==> config.mk <==
export PLATFORM = sky130hd
export DESIGN_NAME = hiscore_upload_server_flat
export DESIGN_NICKNAME = d
export VERILOG_FILES = /design/src/rtl/hiscore_upload_server_pkg.sv /design/src/rtl/hiscore_upload_server_if.sv /design/src/rtl/hiscore_upload_server_rd_latency_pipe.sv /design/src/rtl/hiscore_upload_server.sv /design/src/flat_wrapper.sv
export SDC_FILE = /design/constraint.sdc
export NUM_CORES = 1
export LEC_CHECK = 0
export ABC_AREA = 1
export BUFFER_PORTS_ARGS = -buffer_cell sky130_fd_sc_hd__buf_2
export CORE_MARGIN = 1
export CORE_UTILIZATION = 30
export DETAILED_ROUTE_END_ITERATION = 8
export PLACE_DENSITY = 0.58
export SYNTH_ARGS = -nofsm -noshare
export SYNTH_HDL_FRONTEND = slang
export SYNTH_SLANG_ARGS = --single-unit
==> constraint.sdc <==
create_clock -name clk_sys -period 2.67 [get_ports clk_sys]
set_input_delay 0.1335 -clock clk_sys [delete_from_list [all_inputs] [get_ports clk_sys]]
set_output_delay 0.1335 -clock clk_sys [all_outputs]
set_load 0.01 [all_outputs]
==> src/rtl/hiscore_upload_server_pkg.sv <==
// Shared types and constants for the ioctl upload responder.
package ioctl_pkg;

    typedef enum logic [2:0] {
        IDLE,
        PAUSE,
        READY,
        FETCH,
        DONE
    } upl_state_t;

    localparam int         IOCTL_ADDR_W = 25;
    localparam logic [7:0] UPL_FILL     = 8'hFF;

endpackage

==> src/rtl/hiscore_upload_server_if.sv <==
// hps_io ioctl upload bus: master is the HPS side, slave is the core responder.
interface hiscore_upload_server_if;
    import ioctl_pkg::*;

    logic                    ioctl_upload;
    logic                    ioctl_rd;
    logic [IOCTL_ADDR_W-1:0] ioctl_addr;
    logic [7:0]              ioctl_din;
    logic                    ioctl_wait;

    modport master (
        output ioctl_upload,
        output ioctl_rd,
        output ioctl_addr,
        input  ioctl_din,
        input  ioctl_wait
    );

    modport slave (
        input  ioctl_upload,
        input  ioctl_rd,
        input  ioctl_addr,
        output ioctl_din,
        output ioctl_wait
    );

endinterface

==> src/rtl/hiscore_upload_server_rd_latency_pipe.sv <==
// Valid shift register matching the RAM read latency; its output marks when ram_q is good.
module rd_latency_pipe #(
    parameter int LAT = 1
) (
    input  logic clk_sys,
    input  logic reset,
    input  logic i_vld,
    input  logic i_flush,
    output logic o_vld
);

    logic [LAT-1:0] r_vld;

    always_ff @(posedge clk_sys or posedge reset) begin
        if (reset) begin
            r_vld <= '0;
        end else if (i_flush) begin
            r_vld <= '0;
        end else begin
            r_vld[0] <= i_vld;
            for (int k = 1; k < LAT; k++) begin
                r_vld[k] <= r_vld[k-1];
            end
        end
    end

    assign o_vld = r_vld[LAT-1];

endmodule

==> src/rtl/hiscore_upload_server.sv <==
// Serves HPS upload byte reads from a core-side RAM while holding the game CPU paused.
//
//  state | meaning
//  IDLE  | no transfer, waiting for ioctl_upload rising edge
//  PAUSE | pause_req raised, waiting for pause_ack or timeout
//  READY | accepting reads (live strobe or latched pending one)
//  FETCH | RAM read in flight, ioctl_wait held high
//  DONE  | transfer ended, one-cycle cleanup before IDLE
module hiscore_upload_server
    import ioctl_pkg::*;
#(
    parameter int ADDR_W      = 10,
    parameter int RD_LAT      = 1,
    parameter int ACK_TIMEOUT = 50000
) (
    input  logic                 clk_sys,
    input  logic                 reset,
    hiscore_upload_server_if.slave ioctl,
    output logic                 o_pause_req,
    input  logic                 i_pause_ack,
    output logic [ADDR_W-1:0]    o_ram_addr,
    output logic                 o_ram_rd,
    input  logic [7:0]           i_ram_q,
    output logic                 o_busy,
    output logic                 o_err
);

    localparam int TMR_W = (ACK_TIMEOUT > 1) ? $clog2(ACK_TIMEOUT) : 1;
    localparam logic [TMR_W-1:0] TMR_LOAD = TMR_W'(ACK_TIMEOUT - 1);

    upl_state_t              r_state;
    logic                    r_upload_d;
    logic                    r_rise_hold;
    logic [TMR_W-1:0]        r_timer;
    logic                    r_pend;
    logic [IOCTL_ADDR_W-1:0] r_pend_addr;
    logic [7:0]              r_din;
    logic                    r_wait;
    logic                    r_pause_req;
    logic [ADDR_W-1:0]       r_ram_addr;
    logic                    r_err;

    logic              w_upload;
    logic              w_rd;
    logic              w_rise;
    logic              w_live_in;
    logic              w_pend_in;
    logic              w_serve;
    logic              w_serve_in;
    logic [ADDR_W-1:0] w_serve_lo;
    logic              w_fetch_go;
    logic              w_to_done;
    logic              w_cap;

    assign w_upload   = ioctl.ioctl_upload;
    assign w_rd       = ioctl.ioctl_rd & w_upload;
    assign w_rise     = w_upload & ~r_upload_d;
    assign w_live_in  = ~|ioctl.ioctl_addr[IOCTL_ADDR_W-1:ADDR_W];
    assign w_pend_in  = ~|r_pend_addr[IOCTL_ADDR_W-1:ADDR_W];

    // A latched read always takes priority over a live strobe in READY.
    assign w_serve    = (r_state == READY) && w_upload && (r_pend || w_rd);
    assign w_serve_in = r_pend ? w_pend_in : w_live_in;
    assign w_serve_lo = r_pend ? r_pend_addr[ADDR_W-1:0] : ioctl.ioctl_addr[ADDR_W-1:0];
    assign w_fetch_go = w_serve && w_serve_in;
    assign w_to_done  = (r_state != IDLE) && (r_state != DONE) && !w_upload;

    rd_latency_pipe #(.LAT(RD_LAT)) u_pipe (
        .clk_sys (clk_sys),
        .reset   (reset),
        .i_vld   (w_fetch_go),
        .i_flush (w_to_done),
        .o_vld   (w_cap)
    );

    always_ff @(posedge clk_sys or posedge reset) begin
        if (reset) begin
            r_state     <= IDLE;
            r_upload_d  <= 1'b0;
            r_rise_hold <= 1'b0;
            r_timer     <= '0;
            r_pend      <= 1'b0;
            r_pend_addr <= '0;
            r_din       <= 8'h00;
            r_wait      <= 1'b0;
            r_pause_req <= 1'b0;
            r_ram_addr  <= '0;
            r_err       <= 1'b0;
        end else begin
            r_upload_d  <= w_upload;
            r_rise_hold <= 1'b0;
            if (w_to_done) begin
                r_state     <= DONE;
                r_pause_req <= 1'b0;
                r_wait      <= 1'b0;
                r_pend      <= 1'b0;
            end else begin
                if ((r_state == PAUSE || r_state == FETCH) && w_rd) begin
                    if (r_pend) begin
                        r_err <= 1'b1;
                    end else begin
                        r_pend      <= 1'b1;
                        r_pend_addr <= ioctl.ioctl_addr;
                    end
                end
                case (r_state)
                    IDLE: begin
                        if (w_rise || (r_rise_hold && w_upload)) begin
                            r_state     <= PAUSE;
                            r_pause_req <= 1'b1;
                            r_wait      <= 1'b1;
                            r_err       <= 1'b0;
                            r_timer     <= TMR_LOAD;
                            r_pend      <= 1'b0;
                        end
                    end
                    PAUSE: begin
                        if (i_pause_ack) begin
                            r_state <= READY;
                            r_wait  <= 1'b0;
                        end else if (r_timer == '0) begin
                            r_state <= READY;
                            r_wait  <= 1'b0;
                            r_err   <= 1'b1;
                        end else begin
                            r_timer <= r_timer - 1'b1;
                        end
                    end
                    READY: begin
                        if (w_fetch_go) begin
                            r_state    <= FETCH;
                            r_wait     <= 1'b1;
                            r_ram_addr <= w_serve_lo;
                        end else if (w_serve) begin
                            r_din <= UPL_FILL;
                        end
                        // Serving the pending slot frees it for a strobe arriving this same cycle.
                        if (r_pend) begin
                            r_pend      <= w_rd;
                            r_pend_addr <= ioctl.ioctl_addr;
                        end
                    end
                    FETCH: begin
                        if (w_cap) begin
                            r_din   <= i_ram_q;
                            r_wait  <= 1'b0;
                            r_state <= READY;
                        end
                    end
                    DONE: begin
                        r_state     <= IDLE;
                        r_rise_hold <= w_rise;
                    end
                    default: r_state <= IDLE;
                endcase
            end
        end
    end

    assign ioctl.ioctl_din  = r_din;
    assign ioctl.ioctl_wait = r_wait | w_fetch_go;
    assign o_pause_req      = r_pause_req;
    assign o_ram_rd         = w_fetch_go;
    assign o_ram_addr       = w_fetch_go ? w_serve_lo : r_ram_addr;
    assign o_busy           = (r_state != IDLE);
    assign o_err            = r_err;

endmodule

==> src/flat_wrapper.sv <==
// flat-port wrapper written by rule: the top's interface ports become plain ports
module hiscore_upload_server_flat import ioctl_pkg::*;
#(
    parameter int ADDR_W      = 10,
    parameter int RD_LAT      = 1,
    parameter int ACK_TIMEOUT = 50000
)
  (clk_sys, reset, o_pause_req, i_pause_ack, o_ram_addr, o_ram_rd, i_ram_q, o_busy, o_err, ioctl_ioctl_upload, ioctl_ioctl_rd, ioctl_ioctl_addr, ioctl_ioctl_din, ioctl_ioctl_wait);
  hiscore_upload_server_if ioctl_i ();
  input  logic clk_sys;
  input  logic reset;
  output logic o_pause_req;
  input  logic i_pause_ack;
  output logic [ADDR_W-1:0] o_ram_addr;
  output logic o_ram_rd;
  input  logic [7:0] i_ram_q;
  output logic o_busy;
  output logic o_err;
  input wire logic [$bits(ioctl_i.ioctl_upload)-1:0] ioctl_ioctl_upload;
  input wire logic [$bits(ioctl_i.ioctl_rd)-1:0] ioctl_ioctl_rd;
  input wire logic [$bits(ioctl_i.ioctl_addr)-1:0] ioctl_ioctl_addr;
  output wire logic [$bits(ioctl_i.ioctl_din)-1:0] ioctl_ioctl_din;
  output wire logic [$bits(ioctl_i.ioctl_wait)-1:0] ioctl_ioctl_wait;
  assign ioctl_i.ioctl_upload = ioctl_ioctl_upload;
  assign ioctl_i.ioctl_rd = ioctl_ioctl_rd;
  assign ioctl_i.ioctl_addr = ioctl_ioctl_addr;
  assign ioctl_ioctl_din = ioctl_i.ioctl_din;
  assign ioctl_ioctl_wait = ioctl_i.ioctl_wait;
  hiscore_upload_server #(.ADDR_W(ADDR_W), .RD_LAT(RD_LAT), .ACK_TIMEOUT(ACK_TIMEOUT)) u_core (.clk_sys(clk_sys), .reset(reset), .ioctl(ioctl_i), .o_pause_req(o_pause_req), .i_pause_ack(i_pause_ack), .o_ram_addr(o_ram_addr), .o_ram_rd(o_ram_rd), .i_ram_q(i_ram_q), .o_busy(o_busy), .o_err(o_err));
endmodule
==> Yosys cells after proc, flatten, opt, wreduce, memory -nomap -nowiden <==
Index checks and enable logic that the tools add are counted.
{ "classes": {"bitwise": 5, "n_eq_ne": 15, "mux": 45, "add_sub_neg": 1, "reduce_logical": 29} }
{ "op_table": {"columns": ["cell", "count"], "rows": [
  ["2-to-1 mux 25 bit", 4],
  ["2-to-1 mux 16 bit", 3],
  ["case mux 16 bit (2 select lines)", 1],
  ["OR reduction 15 bit", 2],
  ["2-to-1 mux 8 bit", 3],
  ["2-to-1 mux 1 bit", 21],
  ["2-to-1 mux 10 bit", 2],
  ["2-to-1 mux 3 bit", 6],
  ["zero test 16 bit", 1],
  ["case mux 8 bit (2 select lines)", 1],
  ["subtractor 16 x 1 -> 16 bit (second input constant)", 1],
  ["AND reduction 5 bit", 3],
  ["case mux 3 bit (4 select lines)", 1],
  ["!= test 3 bit (second input constant)", 3],
  ["!= test 2 bit (second input constant)", 4],
  ["nonzero test 2 bit", 4],
  ["logical AND 1 bit", 7],
  ["equality test 3 x 2 -> 1 bit (second input constant)", 2],
  ["nonzero test 5 bit", 1],
  ["!= test 2 x 1 -> 1 bit (second input constant)", 2],
  ["!= test 4 bit (second input constant)", 1],
  ["case mux 1 bit (2 select lines)", 2],
  ["case mux 1 bit (4 select lines)", 1],
  ["AND reduction 2 bit", 2],
  ["11 further kinds", 17]
]} }
{ "totals": {"out_inout_bits": 23, "register_bits": 69} }

==> Logic depth before layout (Yosys ltp) <==
{ "depth": {"ltp_word": 7, "ltp_mapped": 12} }

==> By module <==
From an unflattened synthesis, not the netlist that was laid out.
{ "hier_totals": {"cells_unflattened": 446, "hier_area_um2": 3513.4} }
{ "modules_own_cells": {"columns": ["module", "cells_per_inst", "instances", "area_per_inst_um2", "seq_area_each_um2"], "rows": [
  ["hiscore_upload_server", 442, 1, 3474.6, 1701.6],
  ["rd_latency_pipe", 4, 1, 38.8, 25.0]
]} }

==> Worst setup path before layout <==
No wires, ideal clock.
{ "synth_path": {"path_kind": "flip-flop to flip-flop", "start": "register u_core.r_timer[0]", "end": "register u_core.r_timer[8]", "t_required_ps": 2543, "arrival_ps": 1571, "path_stages_with_launch": 13, "period_less_slack_ps": 1697, "setup_slack_ps": 973, "cell_sequence": "dfrtp_1 -> inv_1 -> ha_1 -> nand2_1 -> nor2_2 -> nand2_1 -> nor2_1 -> nand2_1 -> nand3b_4 -> nand2_4 -> buf_6 -> o31ai_1 -> nand2_1"} }
{ "synth_between": {"elab_chain_len": 4, "elab_cells_between_ends": 7} }
{ "synth_rtl": {"columns": ["element", "line", "source"], "rows": [
  ["from (decl)", "hiscore_upload_server.sv:34", "logic [TMR_W-1:0] r_timer;"],
  ["from (signal assigned)", "hiscore_upload_server.sv:126", "r_timer <= r_timer - 1'b1;"],
  ["subtractor 16 x 1 -> 16 bit", "hiscore_upload_server.sv:126", null],
  ["2-to-1 mux 16 bit", "hiscore_upload_server.sv:121", "end else if (r_timer == '0) begin"],
  ["2-to-1 mux 16 bit", "hiscore_upload_server.sv:118", "if (i_pause_ack) begin"],
  ["case mux 16 bit (2 select lines)", "hiscore_upload_server.sv:106", "case (r_state)"]
]} }
Several ways; a longest one is shown, not always the timed one. The select of a mux whose other input is x is not followed.
A chain may end at the register's enable or synchronous reset.

==> Worst setup path in the final report <==
{ "layout_path": {"start": "register u_core.r_pend", "end": "output port ioctl_ioctl_wait"} }
{ "layout_between": {"elab_chain_len": 4, "elab_cells_between_ends": 5} }
{ "layout_rtl": {"columns": ["element", "line", "source"], "rows": [
  ["from (decl)", "hiscore_upload_server.sv:35", "logic r_pend;"],
  ["from (signal assigned)", "hiscore_upload_server.sv:139", "r_pend <= w_rd;"],
  ["logical OR 1 bit", "hiscore_upload_server.sv:62", "assign w_serve = (r_state == READY) && w_upload && (r_pend || w_rd);"],
  ["logical AND 1 bit", "hiscore_upload_server.sv:62", null],
  ["logical AND 1 bit *", "hiscore_upload_server.sv:65", "assign w_fetch_go = w_serve && w_serve_in;"],
  ["bitwise OR 1 bit *", "hiscore_upload_server.sv:161", "assign ioctl.ioctl_wait = r_wait | w_fetch_go;"],
  ["to (decl)", "flat_wrapper.sv:23", "output wire logic [$bits(ioctl_i.ioctl_wait)-1:0] ioctl_ioctl_wait;"]
]} }
Every way passes the cells marked *; elsewhere a longest branch is shown, timed or not.

==> metrics <==
Syn Area/Cell=7.53 sq um; worst-margin pin slew=0.468 ns; Worst Hold Depth=1; outcome=finished clean; Die X-Extent=113 um; port bufs=60; Total Routing Usage GR=14.6%; CTS tree=done; Reg2Reg Depth=6; P_int=0.00296 W; largest net degree at the start of global routing=70; core area=12000 sq um; endpoint class of the critical path=output port; FMAX=435 MHz; DR vias/cell=4.70; Synth cell types=37; fillers=1276; grt total ovfl=0; Cell Pwr Density=1080 nW/um^2; CP arrival=2.16 ns; Final HPWL DP=6.06 mm; Final Cell Area=4470 sq um; Max Slew Vio Count=0; Post-CTS Setup Inserts=0; Clk Latency, worst-skew pair=0.34 ns; Fin. Hold Viols=0; initial antenna violation count=0; #FFs+latches synth=69; final wirelength=8.62 mm; Area Growth Syn to Fin=20.8%; Seq. cell area=1730 sq um; Critical Path RT=2.54 ns; Switch Pwr=0.00185 W; Inserted Diodes=0; Worst Hold Launch=ioctl_ioctl_upload; clock-pin transition on the worst setup and hold timing paths=0.06 ns; drt first pass iters=5; worst IR drop on VDD=0.387 mV; r2r endpoint=u_core.ioctl.ioctl_din[4]; reg-to-reg startpoint=u_core.r_pend; GPL Wtd Cong=0.799; Pleak=2.38 nW; yosys warns=0; Mapped Area=3700 sq um; Root Buffer=clkbuf_16; dpl cell area=4130 sq um; worst setup margin=0.374 ns; post-synthesis cell count=491; H-tree Lvls=3; CP Class=flop to output port; vias post-DR=3299; total negative setup slack=0 ns; routed len/inst=12.3 um; clock buffer count from CTS=9; Rows=40; Longest Clk Path Bufs=2; CTS Sinks=69; Clk pwr share=27.0%; sequential cell area fraction in the yosys report=46.7%; vias in the first global route=3018; r2r setup slk=0.64 ns; CP Max Fanout=19; fraction of layout cells with a size suffix above 1=20.7%; Antenna Violating Nets Remaining=0; max_slew headroom=68.8%; final worst-path cycle share=86.0%; max cap viols=0; Design Power=0.00482 W; HP Class=primary input to flop; RSZ-0062 raised after global routing=no; Die Y=113 um; hold endpoint=u_core.r_upload_d; post-synth net total=530; Worst Clk Skew=0.00535 ns; combinational power share=36.8%; I/O pins=61; Setup WS pre-CTS=0.505 ns; DRC Markers=0; # setup viols final=0; first-pass GRT wire length=14.5 mm; sw frac=38.5%; DIE AREA=12800 sq um; Flop pwr share=36.2%; initial cell density of the core=30.8%; DR iter-0 viols=200; startpoint class of the critical path=flop; fin nets=589; min Tclk post-route=2.30 ns; area occupied by multi-input gates=1730 sq um; Layout Utilization=37.2%
## state kept, by name, summed over array words and instances (netlist names)
register / count
u_core.ioctl.ioctl_din: 8
u_core.o_err: 1
u_core.o_pause_req: 1
u_core.r_pend: 1
u_core.r_pend_addr: 25
u_core.r_ram_addr: 10
u_core.r_rise_hold: 1
u_core.r_state: 3
u_core.r_timer: 16
u_core.r_upload_d: 1
u_core.r_wait: 1
u_core.u_pipe.o_vld: 1
## power groups by stage
stage / Sequential (W) / Clock, W / Combinational [W]
final: 0.00174 / 0.00130 / 0.00177
after detailed placement: 0.00175 / 0 / 0.00179
after global routing: 0.00180 / 0.00139 / 0.00203
after global placement: 0.00174 / 0 / 0.00175
after CTS: 0.00174 / 0.00134 / 0.00180
after floorplan: 0.00170 / 0 / 0.00137
## critical path, cell delays in order (launching register included)
cell     delay [ns]
dfrtp_2        0.53
inv_1          0.36
nand2_1        0.16
nand3_4        0.18
inv_2          0.15
or2_2          0.30
buf_2          0.14
## routing by layer
metal	track usage, %	vias up	part of all wire, %
li1	-	1683	-
met1	19.5	1533	48
met2	22.6	76	45
met3	4.23	7	5.3
met4	5.18	0	0.83
met5	0	-	0
## cells in the final DEF (no fill, tap or decap), drive strengths merged, types with 2 or more instances in the layout
| master | n |
|---|---|
| or2 | 4 |
| o22ai | 5 |
| bufinv | 2 |
| buf | 62 |
| a21oi | 3 |
| a31oi | 5 |
| clkbuf | 12 |
| inv | 42 |
| nor2 | 77 |
| a21o | 2 |
| xnor2 | 3 |
| clkinv | 2 |
| nand4 | 6 |
| nand2 | 169 |
| nor3 | 5 |
| o21ai | 43 |
| o31ai | 2 |
| xor2 | 2 |
| nand3 | 32 |
| dfrtp | 69 |
| o211ai | 2 |
## metrics by stage
step	hold WS, ns	cells
after floorplan	0.165	491
after global placement	0.242	685
after detailed placement	0.253	685
after CTS	0.00473	702
after global routing	0.00620	702
final	0.0239	702
## synthesized netlist by cell type
cell type	instances	area (sq um)
nand2_1	162	608
nor2_1	70	263
dfrtp_1	69	1730
inv_1	37	139
o21ai_0	34	170
nand3_1	30	150
clkbuf_1	8	30.0
o21ai_2	8	70.1
nand2_2	6	37.5
nand4_1	6	37.5
a31oi_1	5	31.3
inv_2	5	18.8
nor3_1	5	25.0
o22ai_1	5	31.3
buf_2	4	20.0
or2_2	4	25.0
nor2_2	3	18.8
nor2_4	3	33.8
xnor2_1	3	26.3
a21o_1	2	15.0
a21oi_1	2	10.0
buf_6	2	22.5
o211ai_1	2	15.0
o31ai_1	2	15.0
xor2_1	2	17.5
a21boi_0	1	7.51
a21oi_2	1	8.76
buf_4	1	7.51
ha_1	1	12.5
nand2_4	1	11.3
nand3_2	1	10.0
nand3_4	1	17.5
nand3b_4	1	20.0
nor2_8	1	20.0
nor4_2	1	12.5
o21a_1	1	7.51
o21ai_1	1	5.00
## kinds of logic after synthesis
family	Yosys count	synth area share [%]
adder cells (fa/ha/maj)	1	0.338
AND/OR/NAND/NOR	295	34.9
buffers and inverters	57	6.43
XOR/XNOR	5	1.18
flip-flops	69	46.7
AO/OA/AOI/OAI	64	10.5
## worst max path at each step
stage                     cells past startpoint                         to           from  slack, ns
after CTS                                     7              o_ram_addr[3]  u_core.r_pend       0.15
after floorplan                               1  u_core.ioctl.ioctl_din[0]          reset       0.80
after global routing                          6           ioctl_ioctl_wait  u_core.r_pend       0.22
final                                         6           ioctl_ioctl_wait  u_core.r_pend       0.37
after global placement                        6  u_core.ioctl.ioctl_din[7]  u_core.r_pend       0.54
after detailed placement                      6  u_core.ioctl.ioctl_din[4]  u_core.r_pend       0.51
## timing repair
item | 4_1_cts | 5_1_grt
endpoints found under the hold margin | 69 | 0
resized for setup | 0 | 1
hold buffers | 1 | 0
endpoints found under the setup margin | 0 | 10
## final cells by class
type | count | area share [%]
clock inverters | 4 | 1.57
flip-flops and latches | 69 | 38.7
inverters | 42 | 3.53
clock buffers | 12 | 5.74
repair buffers | 63 | 7.56
well taps | 147 | 4.12
multi-input cells | 365 | 38.8
Power figures use the tool's default switching activity.
